File: src/rtl/vector_wb_collect.sv
// Writeback collector: gathers per-lane FP16 slices into full vector registers
// in a DEPTH-entry ring and issues completed registers to the VRF write port.
module vector_wb_collect #(
  parameter int NUM_LANES = 16,
  parameter int SLICE_W   = 2,
  parameter int ESZ       = 16,
  parameter int VIDX_W    = 8,
  parameter int DEPTH     = 4
) (
  input  logic                             CLK,
  input  logic                             nRST,
  input  logic [NUM_LANES-1:0]             lane_valid,
  output logic [NUM_LANES-1:0]             lane_ready,
  input  logic [NUM_LANES*VIDX_W-1:0]      lane_vd,
  input  logic [NUM_LANES*SLICE_W*ESZ-1:0] lane_result,
  output logic                             wb_valid,
  input  logic                             wb_ready,
  output logic [VIDX_W-1:0]                wb_vd,
  output logic [NUM_LANES*SLICE_W*ESZ-1:0] wb_vdata,
  output logic                             vd_err,
  output logic                             busy
);

  localparam int SL_W = SLICE_W * ESZ;
  localparam int VW   = NUM_LANES * SL_W;
  localparam int PW   = (DEPTH > 1) ? $clog2(DEPTH) : 1;

  logic [VW-1:0]        data_q    [DEPTH];
  logic [VIDX_W-1:0]    vd_q      [DEPTH];
  logic [NUM_LANES-1:0] done_q    [DEPTH];
  logic [NUM_LANES-1:0] done_nxt  [DEPTH];
  logic [PW-1:0]        lane_wptr [NUM_LANES];
  logic [PW-1:0]        rptr;

  logic [NUM_LANES-1:0] lane_we;
  logic [DEPTH-1:0]     cap_en;
  logic [VIDX_W-1:0]    cap_vd    [DEPTH];
  logic [VIDX_W-1:0]    ref_vd    [DEPTH];
  logic                 err_set;
  logic                 drain;

  always_comb begin
    for (int l = 0; l < NUM_LANES; l++) begin
      lane_ready[l] = ~done_q[lane_wptr[l]][l];
      lane_we[l]    = lane_valid[l] & lane_ready[l];
    end
  end

  assign wb_valid = &done_q[rptr];
  assign wb_vd    = vd_q[rptr];
  assign wb_vdata = data_q[rptr];
  assign drain    = wb_valid & wb_ready;

  always_comb begin
    busy = 1'b0;
    for (int e = 0; e < DEPTH; e++) busy = busy | (|done_q[e]);
  end

  // A fresh entry takes its vd from the lowest-indexed lane writing it;
  // every writer is then compared against the vd the entry will hold.
  always_comb begin
    err_set = 1'b0;
    for (int e = 0; e < DEPTH; e++) begin
      cap_en[e] = 1'b0;
      cap_vd[e] = '0;
      for (int l = NUM_LANES - 1; l >= 0; l--) begin
        if (lane_we[l] && (lane_wptr[l] == PW'(e))) begin
          cap_en[e] = 1'b1;
          cap_vd[e] = lane_vd[l*VIDX_W +: VIDX_W];
        end
      end
      cap_en[e] = cap_en[e] & (done_q[e] == '0);
      ref_vd[e] = (done_q[e] == '0) ? cap_vd[e] : vd_q[e];
    end
    for (int l = 0; l < NUM_LANES; l++) begin
      if (lane_we[l] && (lane_vd[l*VIDX_W +: VIDX_W] != ref_vd[lane_wptr[l]]))
        err_set = 1'b1;
    end
  end

  // Drained entry cannot be written the same cycle (its bits gate lane_ready).
  always_comb begin
    for (int e = 0; e < DEPTH; e++) begin
      done_nxt[e] = done_q[e];
      if (drain && (rptr == PW'(e))) done_nxt[e] = '0;
      for (int l = 0; l < NUM_LANES; l++) begin
        if (lane_we[l] && (lane_wptr[l] == PW'(e))) done_nxt[e][l] = 1'b1;
      end
    end
  end

  always_ff @(posedge CLK) begin
    if (!nRST) begin
      for (int e = 0; e < DEPTH; e++) done_q[e] <= '0;
      for (int l = 0; l < NUM_LANES; l++) lane_wptr[l] <= '0;
      rptr   <= '0;
      vd_err <= 1'b0;
    end else begin
      done_q <= done_nxt;
      for (int l = 0; l < NUM_LANES; l++) begin
        if (lane_we[l]) lane_wptr[l] <= PW'(lane_wptr[l] + 1'b1);
      end
      if (drain) rptr <= PW'(rptr + 1'b1);
      if (err_set) vd_err <= 1'b1;
    end
  end

  always_ff @(posedge CLK) begin
    for (int l = 0; l < NUM_LANES; l++) begin
      if (lane_we[l]) data_q[lane_wptr[l]][l*SL_W +: SL_W] <= lane_result[l*SL_W +: SL_W];
    end
    for (int e = 0; e < DEPTH; e++) begin
      if (cap_en[e]) vd_q[e] <= cap_vd[e];
    end
  end

endmodule

File: config.mk
export PLATFORM = sky130hd
export DESIGN_NAME = vector_wb_collect
export DESIGN_NICKNAME = d
export VERILOG_FILES = /design/src/rtl/vector_wb_collect.sv
export SDC_FILE = /design/constraint.sdc
export NUM_CORES = 2
export LEC_CHECK = 0
export BUFFER_PORTS_ARGS = -buffer_cell sky130_fd_sc_hd__buf_4
export CAP_MARGIN = 20
export CORE_MARGIN = 5
export CORE_UTILIZATION = 45
export DETAILED_ROUTE_END_ITERATION = 10
export HOLD_SLACK_MARGIN = 0.1
export RECOVER_POWER = 25
export SYNTH_ARGS = -nofsm -noshare
export SYNTH_HDL_FRONTEND = slang
export SYNTH_SLANG_ARGS = --single-unit
File: constraint.sdc
create_clock -name CLK -period 11.25 [get_ports CLK]
set_clock_uncertainty 0.15 [all_clocks]
set_input_delay 0.5625 -clock CLK [delete_from_list [all_inputs] [get_ports CLK]]
set_output_delay 0.5625 -clock CLK [all_outputs]
set_load 0.03 [all_outputs]
==> summary.md <==
| Metric | Value |
|---|---|
| Post-synth EDFFs | `2112` |
| Prevailing post-synth register cell | `edfxtp_1` |
| CP max stage delay | `1.19 ns` |
| Post-synthesis async set-or-reset flop share | `0%` |
| Crit share post-route | `78.45%` |
| Clk_lat worst skew | `0.89 ns` |
| Warnings, synthesis | `0` |
| Max Cap Viol | `0` |
| CTS tree | `done` |
| Setup TNS | `0 ns` |
| Top cell type's share of synthesized area | `67.28%` |
| Synth Register Bits | `2181` |
| DRC violations left | `0` |
| Top-count cell post-synth | `edfxtp_1` |
| Crit path time final | `8.825 ns` |
| Max Transition Viols Final | `0` |
| DRT iter0 DRCs | `7440` |
| GR Overflow Total | `0` |
| RSZ-0062 raised after global routing | `false` |
| Adder and majority cell fraction of the synthesized area | `0.9026%` |
| CTS sink count | `2181` |
| Fmax | `113.3 MHz` |
| Relative slew slack | `8.607%` |
| Post-synth top area cell | `edfxtp_1` |
| CP max-delay cell | `o311ai_0` |
| Post-synthesis mux area share | `15.43%` |
| Core Area | `208900 sq um` |
| Crit path arrival time | `9.41 ns` |
| Startpoint types | `flip-flop` |
| Setup bufs post-CTS | `0` |
| Worst slew pin tran | `1.354 ns` |
| Placement Setup Slack | `2.990 ns` |
| Leak Pwr | `39.91 nW` |
| Core Util, Final | `56.56%` |
| Post-synth top cells | `2112 x edfxtp_1, 584 x mux4_2, 231 x nand2_1, 192 x nor2_1, 179 x a21oi_1` |
| Final worst slack | `2.425 ns` |
| Initial Utilization | `45.11%` |
| First-pass GRT wire length | `519.4 mm` |
| VDD IR max | `0.1797 mV` |
| Die ar. | `218700 sq um` |
| Vias in the first global route | `62120` |
| PD cells | `207.2 nW/um^2` |
| CP required | `11.83 ns` |
| Die width | `467.7 microns` |
| Count of input and output buffers | `1197` |
| Syn-to-layout area delta | `25.36%` |
| Post-CTS resize count | `0` |
| DR WL/cell | `37.75 microns` |
| Nets | `7866` |
| Reg clk slew, reported paths | `0.07 ns` |
| CTS max path bufs | `3` |
| Vias per Instance | `6.211` |
| Placer Congestion | `1.100` |
| Initial antenna violation count | `124` |
| # setup viols final | `0` |
| Num rows | `168` |
| Top cells by area, synth | `edfxtp_1 67%, mux4_2 14%, dfxtp_1 1.5%` |
| Root Buffer | `clkbuf_16` |
| Num CTS Buffers | `222` |
| Synth cell types | `115` |
| Total Wirelength | `384.7 mm` |
| CP Max Fanout | `44` |
| DPL Wire Length | `276.6 mm` |
| Via count | `63300` |
| Area of the multi-input gates | `27540 sq um` |
| Buf/Inv on CP | `5` |
| Critical path, cell by cell | `inv_1, ha_1, and3b_1, a22oi_1, inv_2, buf_4, o311ai_0, a21oi_1, a2111oi_0, buf_2, o21a_1, o31ai_2, buf_4, mux4_2, xnor2_1, nand4_1, nor4b_2, o22ai_1, nor4b_2, a41oi_1` |
| Post-Syn Area | `94260 sq um` |
| Cells after synthesis | `5353` |
| Crit Path Class | `reg -> reg` |
| Syn_area_per_cell | `17.61 sq um` |
| H-tree depth | `4` |
| CP Capture Type | `flip-flop` |
| XOR/XNOR share of the synthesized area | `1.505%` |
| Main combinational cell family by area after synthesis | `multiplexers` |
| Status | `finished, final reports clean` |
| Top-Level Pins | `1198` |
| Total area of sequential cells | `64810 sq um` |
| GRT Util Overall | `34.49%` |
| Final Hold Vio Count | `0` |
| Hold Crit Class | `in -> reg` |
| FILL cells | `16590` |
| Syn nets | `6080` |
| Worst path top cell family by delay | `compound AO/OA/AOI/OAI gates` |
| First drt pass iteration count | `8` |
| Share of cells above drive strength 1 | `29.31%` |
| Synth Area in Simple Gates | `5.055%` |
| Sequential cell area fraction in the yosys report | `68.75%` |
| Final antenna-violating net count | `0` |
| Die Y | `467.7 microns` |
| Largest net degree at the start of global routing | `126` |
| Compound-Gate Fraction of Synth Area | `6.136%` |
-- cell families (layout without fill, tap and decap cells) --
kind of cell | Yosys count | after routing
xor+xnor | 162 | 162
flops | 2181 | 2181
fa+ha+maj | 68 | 68
simple gates | 943 | 943
buf+inv | 487 | 2449
compound gates | 795 | 795
other cells | 0 | 71
mux | 717 | 717
-- final cells by class --
cell class / instances / share of cell area [%]
Multi-Input combinational cell: 2685 / 23.30
Timing Repair Buffer: 1889 / 12.20
Antenna cell: 71 / 0.1503
Clock buffer: 268 / 4.919
Clock inverter: 132 / 1.094
Sequential cell: 2181 / 54.84
Tap cell: 2805 / 2.970
Inverter: 160 / 0.5209
-- cells in the final DEF, fill, tap and decap left out, types with 85 or more instances in the layout --
cell type	n
nor2_1	188
inv_1	85
clkbuf_1	353
mux4_2	584
mux2i_1	100
dlygate4sd3_1	535
buf_4	1029
nor3_1	118
nand2_1	225
o21ai_0	107
clkbuf_16	226
xnor2_1	118
a21oi_1	179
nand3_1	95
edfxtp_1	2112
-- final timing paths --
path / startpoint / to / slack (ns) / cells after the start
hold reg to reg: done_q[13] / done_q[13] / 0.43 / 2
setup / recovery: lane_wptr[0][9] / vd_err / 2.42 / 20
hold / removal: nRST / lane_wptr[0][1] / 0.17 / 2
setup reg to reg: lane_wptr[0][9] / vd_err / 2.42 / 20
-- flip-flops by register name (all words and copies together), names as in the netlist, named ones only --
| signal | flops |
|---|---|
| vd_err | 1 |
| data_q | 2048 |
| vd_q | 32 |
| done_q | 64 |
| lane_wptr | 32 |
| rptr | 2 |
-- stage by stage --
stage / total power, mW / area (sq um) / hold WS (ns) / std cells
6_report: 24.48 / 118200 / 0.1728 / 10190
5_1_grt: 25.05 / 118100 / 0.1446 / 10160
4_1_cts: 24.41 / 119100 / 0.1077 / 10120
3_5_place_dp: 17.01 / 106700 / 0.4076 / 9182
3_3_place_gp: 16.99 / 106600 / 0.4068 / 9175
2_1_floorplan: 13.79 / 94260 / 0.3487 / 5353
-- repair_timing --
action / in CTS / in global routing
endpoints found under the setup margin: 0 / 0
hold buffers: 535 / 0
endpoints found under the hold margin: 2081 / 0
-- report_power, final --
part	internal [mW]	switching (mW)
sequential	9.87	0.396
clock	4.09	3.13
combinational	2.23	4.77
-- layer usage --
layer | wire length, microns | vias up | global-route usage (%)
met1 | 145100 | 32770 | 44.81
met3 | 42950 | 980 | 11.53
li1 | - | 25660 | -
met5 | 525 | - | 0.08783
met4 | 21740 | 88 | 16.34
met2 | 174500 | 3809 | 52.66
(Power assumes the default switching activity.)
